## src/rtl/neural_layer_sequencer.sv

```systemverilog
// Multi-layer fully-connected network sequencer.
// Fetches per-layer neuron counts, runs the signed fixed-point MAC per neuron,
// rescales and saturates the result, applies optional hidden-layer ReLU and writes
// activations back to the neuron RAM. Memories have one cycle of read latency.
module neural_layer_sequencer #(
  parameter int unsigned DATA_W      = 8,
  parameter int unsigned ADDR_W      = 8,
  parameter int unsigned ACC_W       = 20,
  parameter int unsigned FRAC_BITS   = 4,
  parameter int unsigned RELU_HIDDEN = 1
) (
  input  logic              clk,
  input  logic              reset,
  input  logic              start,
  input  logic [ADDR_W-1:0] n_inputs,
  input  logic [ADDR_W-1:0] num_layers,
  output logic              busy,
  output logic              done,
  output logic              error,
  output logic [ADDR_W-1:0] instr_addr,
  input  logic [DATA_W-1:0] instr_data,
  output logic [ADDR_W-1:0] weight_addr,
  input  logic [DATA_W-1:0] weight_data,
  output logic [ADDR_W-1:0] nrd_addr,
  input  logic [DATA_W-1:0] nrd_data,
  output logic              nwr_en,
  output logic [ADDR_W-1:0] nwr_addr,
  output logic [DATA_W-1:0] nwr_data,
  output logic [ADDR_W-1:0] result_base,
  output logic [ADDR_W-1:0] result_count
);

  localparam int unsigned PROD_W = 2 * DATA_W;
  localparam logic signed [ACC_W-1:0] SAT_MAX = ACC_W'(2 ** (DATA_W - 1) - 1);
  localparam logic signed [ACC_W-1:0] SAT_MIN = ~SAT_MAX;

  typedef enum logic [2:0] {
    S_IDLE, S_FETCH, S_LOAD, S_MAC, S_DRAIN, S_WRITE, S_NEXT, S_DONE
  } state_t;

  state_t                   r_state;
  state_t                   w_state_nxt;
  logic [ADDR_W-1:0]        r_in_cnt;
  logic [ADDR_W-1:0]        r_layers;
  logic [ADDR_W-1:0]        r_ip;
  logic [ADDR_W-1:0]        r_rd_base;
  logic [ADDR_W-1:0]        r_wr_base;
  logic [ADDR_W-1:0]        r_w_ptr;
  logic [ADDR_W-1:0]        r_nk;
  logic [ADDR_W-1:0]        r_neuron;
  logic [ADDR_W-1:0]        r_i;
  logic signed [ACC_W-1:0]  r_acc;
  logic                     r_error;
  logic [ADDR_W-1:0]        r_result_base;
  logic [ADDR_W-1:0]        r_result_count;

  logic signed [PROD_W-1:0] w_prod;
  logic signed [ACC_W-1:0]  w_acc_add;
  logic signed [ACC_W-1:0]  w_shifted;
  logic signed [DATA_W-1:0] w_sat;
  logic signed [DATA_W-1:0] w_act;
  logic                     w_start_ok;
  logic                     w_mac_last;
  logic                     w_last_neuron;
  logic                     w_last_layer;

  assign w_prod        = PROD_W'($signed(nrd_data)) * PROD_W'($signed(weight_data));
  assign w_acc_add     = r_acc + ACC_W'(w_prod);
  assign w_start_ok    = (n_inputs != '0) && (num_layers != '0);
  assign w_mac_last    = (r_i == r_in_cnt - ADDR_W'(1));
  assign w_last_neuron = (r_neuron == r_nk - ADDR_W'(1));
  assign w_last_layer  = (r_ip == r_layers - ADDR_W'(1));

  assign error        = r_error;
  assign result_base  = r_result_base;
  assign result_count = r_result_count;

  // Rescale, saturate and (for hidden layers) rectify the accumulator
  always_comb begin
    w_shifted = r_acc >>> FRAC_BITS;
    if (w_shifted > SAT_MAX) begin
      w_sat = DATA_W'(SAT_MAX);
    end else if (w_shifted < SAT_MIN) begin
      w_sat = DATA_W'(SAT_MIN);
    end else begin
      w_sat = DATA_W'(w_shifted);
    end
    w_act = w_sat;
    if ((RELU_HIDDEN != 0) && !w_last_layer && w_sat[DATA_W-1]) begin
      w_act = '0;
    end
  end

  // State register
  always_ff @(posedge clk or negedge reset) begin
    if (!reset) begin
      r_state <= S_IDLE;
    end else begin
      r_state <= w_state_nxt;
    end
  end

  // Next-state logic
  always_comb begin
    w_state_nxt = r_state;
    case (r_state)
      S_IDLE:  if (start) w_state_nxt = w_start_ok ? S_FETCH : S_DONE;
      S_FETCH: w_state_nxt = S_LOAD;
      S_LOAD:  w_state_nxt = (instr_data == '0) ? S_DONE : S_MAC;
      S_MAC:   if (w_mac_last) w_state_nxt = S_DRAIN;
      S_DRAIN: w_state_nxt = S_WRITE;
      S_WRITE: w_state_nxt = w_last_neuron ? S_NEXT : S_MAC;
      S_NEXT:  w_state_nxt = w_last_layer ? S_DONE : S_FETCH;
      S_DONE:  w_state_nxt = S_IDLE;
      default: w_state_nxt = S_IDLE;
    endcase
  end

  // Output decode: memory addresses, write strobe and handshake
  always_comb begin
    busy        = 1'b0;
    done        = 1'b0;
    instr_addr  = '0;
    weight_addr = '0;
    nrd_addr    = '0;
    nwr_en      = 1'b0;
    nwr_addr    = '0;
    nwr_data    = '0;
    case (r_state)
      S_IDLE:  ;
      S_DONE:  done = 1'b1;
      default: busy = 1'b1;
    endcase
    case (r_state)
      S_FETCH: instr_addr = r_ip;
      S_MAC: begin
        nrd_addr    = r_rd_base + r_i;
        weight_addr = r_w_ptr + r_i;
      end
      S_WRITE: begin
        nwr_en   = 1'b1;
        nwr_addr = r_wr_base + r_neuron;
        nwr_data = w_act;
      end
      default: ;
    endcase
  end

  // Datapath: counters, bases, accumulator and sticky error
  always_ff @(posedge clk or negedge reset) begin
    if (!reset) begin
      r_in_cnt       <= '0;
      r_layers       <= '0;
      r_ip           <= '0;
      r_rd_base      <= '0;
      r_wr_base      <= '0;
      r_w_ptr        <= '0;
      r_nk           <= '0;
      r_neuron       <= '0;
      r_i            <= '0;
      r_acc          <= '0;
      r_error        <= 1'b0;
      r_result_base  <= '0;
      r_result_count <= '0;
    end else begin
      case (r_state)
        S_IDLE: begin
          if (start) begin
            if (w_start_ok) begin
              r_in_cnt  <= n_inputs;
              r_layers  <= num_layers;
              r_ip      <= '0;
              r_rd_base <= '0;
              r_wr_base <= n_inputs;
              r_w_ptr   <= '0;
              r_error   <= 1'b0;
            end else begin
              r_error <= 1'b1;
            end
          end
        end
        S_LOAD: begin
          r_nk     <= ADDR_W'(instr_data);
          r_neuron <= '0;
          r_acc    <= '0;
          r_i      <= '0;
          if (instr_data == '0) r_error <= 1'b1;
        end
        S_MAC: begin
          // First MAC cycle has no returned data yet
          if (r_i != '0) r_acc <= w_acc_add;
          if (!w_mac_last) r_i <= r_i + ADDR_W'(1);
        end
        S_DRAIN: r_acc <= w_acc_add;
        S_WRITE: begin
          r_acc   <= '0;
          r_i     <= '0;
          r_w_ptr <= r_w_ptr + r_in_cnt;
          if (!w_last_neuron) r_neuron <= r_neuron + ADDR_W'(1);
        end
        S_NEXT: begin
          r_rd_base <= r_wr_base;
          r_wr_base <= r_wr_base + r_nk;
          r_in_cnt  <= r_nk;
          r_ip      <= r_ip + ADDR_W'(1);
          if (w_last_layer) begin
            r_result_base  <= r_wr_base;
            r_result_count <= r_nk;
          end
        end
        default: ;
      endcase
    end
  end

endmodule

```

## config.mk

```make
export PLATFORM = sky130hd
export DESIGN_NAME = neural_layer_sequencer
export DESIGN_NICKNAME = d
export VERILOG_FILES = /design/src/rtl/neural_layer_sequencer.sv
export SDC_FILE = /design/constraint.sdc
export NUM_CORES = 1
export LEC_CHECK = 0
export BUFFER_PORTS_ARGS = -buffer_cell sky130_fd_sc_hd__buf_2
export CORE_ASPECT_RATIO = 0.7
export CORE_MARGIN = 2
export CORE_UTILIZATION = 55
export CTS_BUF_LIST = sky130_fd_sc_hd__clkbuf_8
export CTS_CLUSTER_SIZE = 24
export DETAILED_ROUTE_END_ITERATION = 6
export PLACE_DENSITY_LB_ADDON = 0.05
export SYNTH_ARGS = -nofsm -noshare
export SYNTH_HDL_FRONTEND = slang
export SYNTH_SLANG_ARGS = --single-unit
```

## constraint.sdc

```tcl
create_clock -name clk -period 5.7 [get_ports clk]
set_clock_uncertainty 0.1 [all_clocks]
set_input_delay 1.14 -clock clk [delete_from_list [all_inputs] [get_ports clk]]
set_output_delay 1.14 -clock clk [all_outputs]
set_load 0.02 [all_outputs]
```

==> qor.json <==
{
  "outcome": {
    "run_status": "completed"
  },
  "min_path": {
    "hold_path.class": "flip-flop to flip-flop",
    "holdCritStartpoint": "result_count[1]"
  },
  "logic_synthesis": {
    "predominant_post_synthesis_flop_cell": "sky130_fd_sc_hd__dfrtp_1",
    "ys_warn_count": 0,
    "synthCells": 1148,
    "number_of_enable_type_register_cells_in_the_synthesized_netlist": 0,
    "mapped_area_sq_um": 10590,
    "ys_types": 67,
    "async_reset_ff_share_pct": 100.0,
    "synthesis.nets": 1372,
    "seq_area_frac_synth_pct": 26.47,
    "post_synth.cell_area_avg_sq_um": 9.223,
    "synth.ff_latch_count": 112
  },
  "finish": {
    "post-route-util_pct": 62.86,
    "synthesis_to_layout_area_growth_pct": 12.01,
    "final_cell_count_no_fill": 1523,
    "fillCellCount": 1683,
    "multiInputGateArea_sq_um": 7194,
    "mostFrequentLayoutCell": "sky130_fd_sc_hd__nand2_1",
    "final_cell_mix": "132 x sky130_fd_sc_hd__nand2_1, 115 x sky130_fd_sc_hd__inv_1, 112 x sky130_fd_sc_hd__dfrtp_1, 101 x sky130_fd_sc_hd__buf_2, 93 x sky130_fd_sc_hd__fa_1",
    "design_area_sq_um": 11860,
    "diodes": 0,
    "seqCellArea_sq_um": 2803,
    "drive_above_1_share_pct": 15.46,
    "final_net_count": 1500
  },
  "detailed_routing": {
    "route.detailed.wl_per_inst_um": 16.86,
    "drt-total-wl_mm": 25.68,
    "vias_per_cell": 5.535,
    "drt_drc_violations_left": 0,
    "final_antenna_net_count": 0,
    "drt_first_pass_iters": 5,
    "drt-initial-drc-count": 571,
    "dr_total_vias": 8430
  },
  "clocking": {
    "cts-buffers-inserted": 9,
    "clkLatencyLatePin_ns": 0.39,
    "clock-sinks": 112,
    "ctsHtreeMaxLevel": 3,
    "cts_hold_buf": 0,
    "cts_repair_resize_count": 0,
    "clk_root_buffer_cell": "sky130_fd_sc_hd__clkbuf_8",
    "postCtsSetupBuffers": 0,
    "cts-root-to-sink-buffers": 2,
    "clk_pin_slew_ns": 0.11,
    "cts_tree": "built"
  },
  "die": {
    "die_h_um": 120.1,
    "top_level_ports": 103,
    "floorplan.rows": 42,
    "die_x_um": 169.8,
    "start_util_pct": 56.12,
    "design.core.area_sq_um": 18870,
    "dieArea_sq_um": 20390
  },
  "worst_setup_path": {
    "endpoint_class_of_the_critical_path": "flip-flop",
    "worst-setup-path-type": "primary input to flip-flop",
    "cp-startpoint": "weight_data[4]",
    "worst_path_max_delay_cell": "sky130_fd_sc_hd__fa_1",
    "crit-reg2reg-launch": "r_acc[4]",
    "critPathMaxFanout": 8,
    "critical-path-top-delay-family": "adder cells",
    "critPathRequiredTime_ns": 5.86,
    "arrival_worst_endpoint_ns": 5.59,
    "critPathLaunchType": "primary input",
    "worstPathCellList": "buf_2, and2_1, fa_1, inv_1, fa_1, inv_1, fa_1, fa_1, ha_1, ha_1, and2_1, o21ai_0, nor2b_1, buf_4, nand2_1, o211ai_1, xor2_1, o21ai_0",
    "critical-path-max-stage-delay_ns": 0.57,
    "worst_path_most_repeated_cell": "sky130_fd_sc_hd__fa_1",
    "critical_path.n_buffers_inverters": 4
  },
  "power": {
    "leakagePower_nw": 6.133,
    "power_per_cell_area_nw_per_um2": 606.6,
    "fin_total_pwr_mw": 7.194,
    "max-vdd-ir-drop_uv": 440.1
  },
  "sta": {
    "worst_pin_slew_ns": 1.021,
    "timing.fmax_mhz": 184.3,
    "finalCritPeriodShare_pct": 95.21,
    "hold-worst-slack_ns": 0.3881,
    "final.setup.tns_ns": 0,
    "max_slew_margin_pct": 31.95,
    "final_setup_margin_ns": 0.2728,
    "grt_setup_unrepaired": "no",
    "timing.final.hold_violations": 0,
    "finalSetupViolations": 0,
    "slew_violations": 0,
    "fin_crit_ns": 5.427
  },
  "placed_design": {
    "dpl_cell_area_sq_um": 11630,
    "dpl_worst_slack_ns": -0.1805,
    "dp_hpwl_mm": 20.62,
    "finalWeightedCongestion": 0.8439,
    "numPortBuffers": 102,
    "dpl.cell_count": 1507
  },
  "grt": {
    "grt_first_pass_wirelength_mm": 43.90,
    "globalRoute.totalOverflow": 0,
    "grt_antenna_before_repair": 0,
    "number_of_global_route_vias_before_repair": 8398,
    "grt_max_degree": 79,
    "grt_usage_pct": 27.29
  },
  "run": {
    "max_cap_violations": 0
  }
}
-- cell type report --
cell class                 instances  area share (%)
multi-input combinational        882           60.67
inverter                         116           3.672
sequential                       112           23.63
clock buffer                       9           1.045
tap                              242           2.553
timing repair buffer             155           7.681
clock inverter                     7          0.7491
-- synthesized netlist by cell type (2+ instances only) --
master	number	share of area, %
sky130_fd_sc_hd__mux2_1	5	0.53
sky130_fd_sc_hd__buf_2	6	0.28
sky130_fd_sc_hd__nor2b_1	15	0.89
sky130_fd_sc_hd__nor4_1	12	0.71
sky130_fd_sc_hd__xnor2_1	54	4.5
sky130_fd_sc_hd__a311oi_1	3	0.25
sky130_fd_sc_hd__o21ai_0	48	2.3
sky130_fd_sc_hd__xor2_1	37	3.1
sky130_fd_sc_hd__and4_1	2	0.17
sky130_fd_sc_hd__mux2_2	8	0.85
sky130_fd_sc_hd__nor3_1	22	1.0
sky130_fd_sc_hd__or3_1	4	0.24
sky130_fd_sc_hd__a21oi_1	39	1.8
sky130_fd_sc_hd__nor3b_1	6	0.43
sky130_fd_sc_hd__clkbuf_1	27	0.96
sky130_fd_sc_hd__o31ai_1	5	0.35
sky130_fd_sc_hd__o22ai_2	2	0.24
sky130_fd_sc_hd__and3_1	15	0.89
sky130_fd_sc_hd__nand2_1	132	4.7
sky130_fd_sc_hd__a41oi_1	2	0.17
sky130_fd_sc_hd__ha_1	88	10
sky130_fd_sc_hd__nor2_1	91	3.2
sky130_fd_sc_hd__a31oi_1	8	0.47
sky130_fd_sc_hd__a211oi_1	7	0.50
sky130_fd_sc_hd__nor3_2	2	0.19
sky130_fd_sc_hd__o21a_1	9	0.64
sky130_fd_sc_hd__a32o_1	2	0.19
sky130_fd_sc_hd__a221o_1	4	0.38
sky130_fd_sc_hd__fa_1	93	18
sky130_fd_sc_hd__nand4_1	8	0.47
sky130_fd_sc_hd__o211ai_1	2	0.14
sky130_fd_sc_hd__o21bai_1	3	0.21
sky130_fd_sc_hd__dfrtp_1	112	26
sky130_fd_sc_hd__o41a_1	2	0.21
sky130_fd_sc_hd__o41ai_1	4	0.33
sky130_fd_sc_hd__nand3_1	32	1.5
sky130_fd_sc_hd__a21o_1	20	1.4
sky130_fd_sc_hd__a22o_1	7	0.58
sky130_fd_sc_hd__buf_6	2	0.21
sky130_fd_sc_hd__nand3b_1	3	0.21
sky130_fd_sc_hd__inv_1	115	4.1
sky130_fd_sc_hd__a211o_1	3	0.25
sky130_fd_sc_hd__and2_1	49	2.9
sky130_fd_sc_hd__nand2b_1	15	0.89
-- sequential cells by signal, indices dropped and copies added (netlist names) --
| signal | cells |
|---|---|
| r_acc | 20 |
| r_i | 8 |
| r_in_cnt | 8 |
| r_ip | 8 |
| r_layers | 8 |
| r_neuron | 8 |
| r_nk | 8 |
| r_rd_base | 8 |
| r_w_ptr | 8 |
| r_wr_base | 8 |
| result_base | 8 |
| result_count | 8 |
| r_state | 3 |
| error | 1 |
-- logic make-up (layout without fill, tap and decap cells) --
logic type,after synthesis,count (layout),synth area share [%]
buf+inv,154,287,5.720
fa+ha+maj,181,181,27.98
xor+xnor,91,91,7.528
simple gates,416,416,19.20
flops,112,112,26.47
compound gates,180,180,11.62
mux,14,14,1.477
-- layer usage --
layer / track usage (%) / wire (um)
met1: 45.77 / 13620
met2: 37.68 / 10220
met3: 4.485 / 1695
met4: 2.885 / 141
met5: 0 / 0
-- worst min-delay path, cell delays in order, from the launching register on --
cell and delay [ns]:
sky130_fd_sc_hd__dfrtp_1 0.36, sky130_fd_sc_hd__nand2_1 0.04, sky130_fd_sc_hd__o21ai_0 0.06
-- where the power goes --
part | switching (mW) | internal (mW) | total, mW
combinational | 2.72 | 2.41 | 5.13
sequential | 0.482 | 1.07 | 1.55
clock | 0.300 | 0.214 | 0.514
-- final timing paths --
| kind | end | slack [ns] | depth (start not counted) |
|---|---|---|---|
| max | r_acc[18] | 0.27 | 18 |
| min reg2reg | result_count[1] | 0.39 | 2 |
| max reg2reg | r_acc[18] | 0.93 | 19 |
| min | result_count[1] | 0.39 | 2 |
| max in group asynchronous | result_base[7] | 3.64 | 2 |
| min in group asynchronous | r_neuron[5] | 0.81 | 1 |
Power figures use the tool's default switching activity.
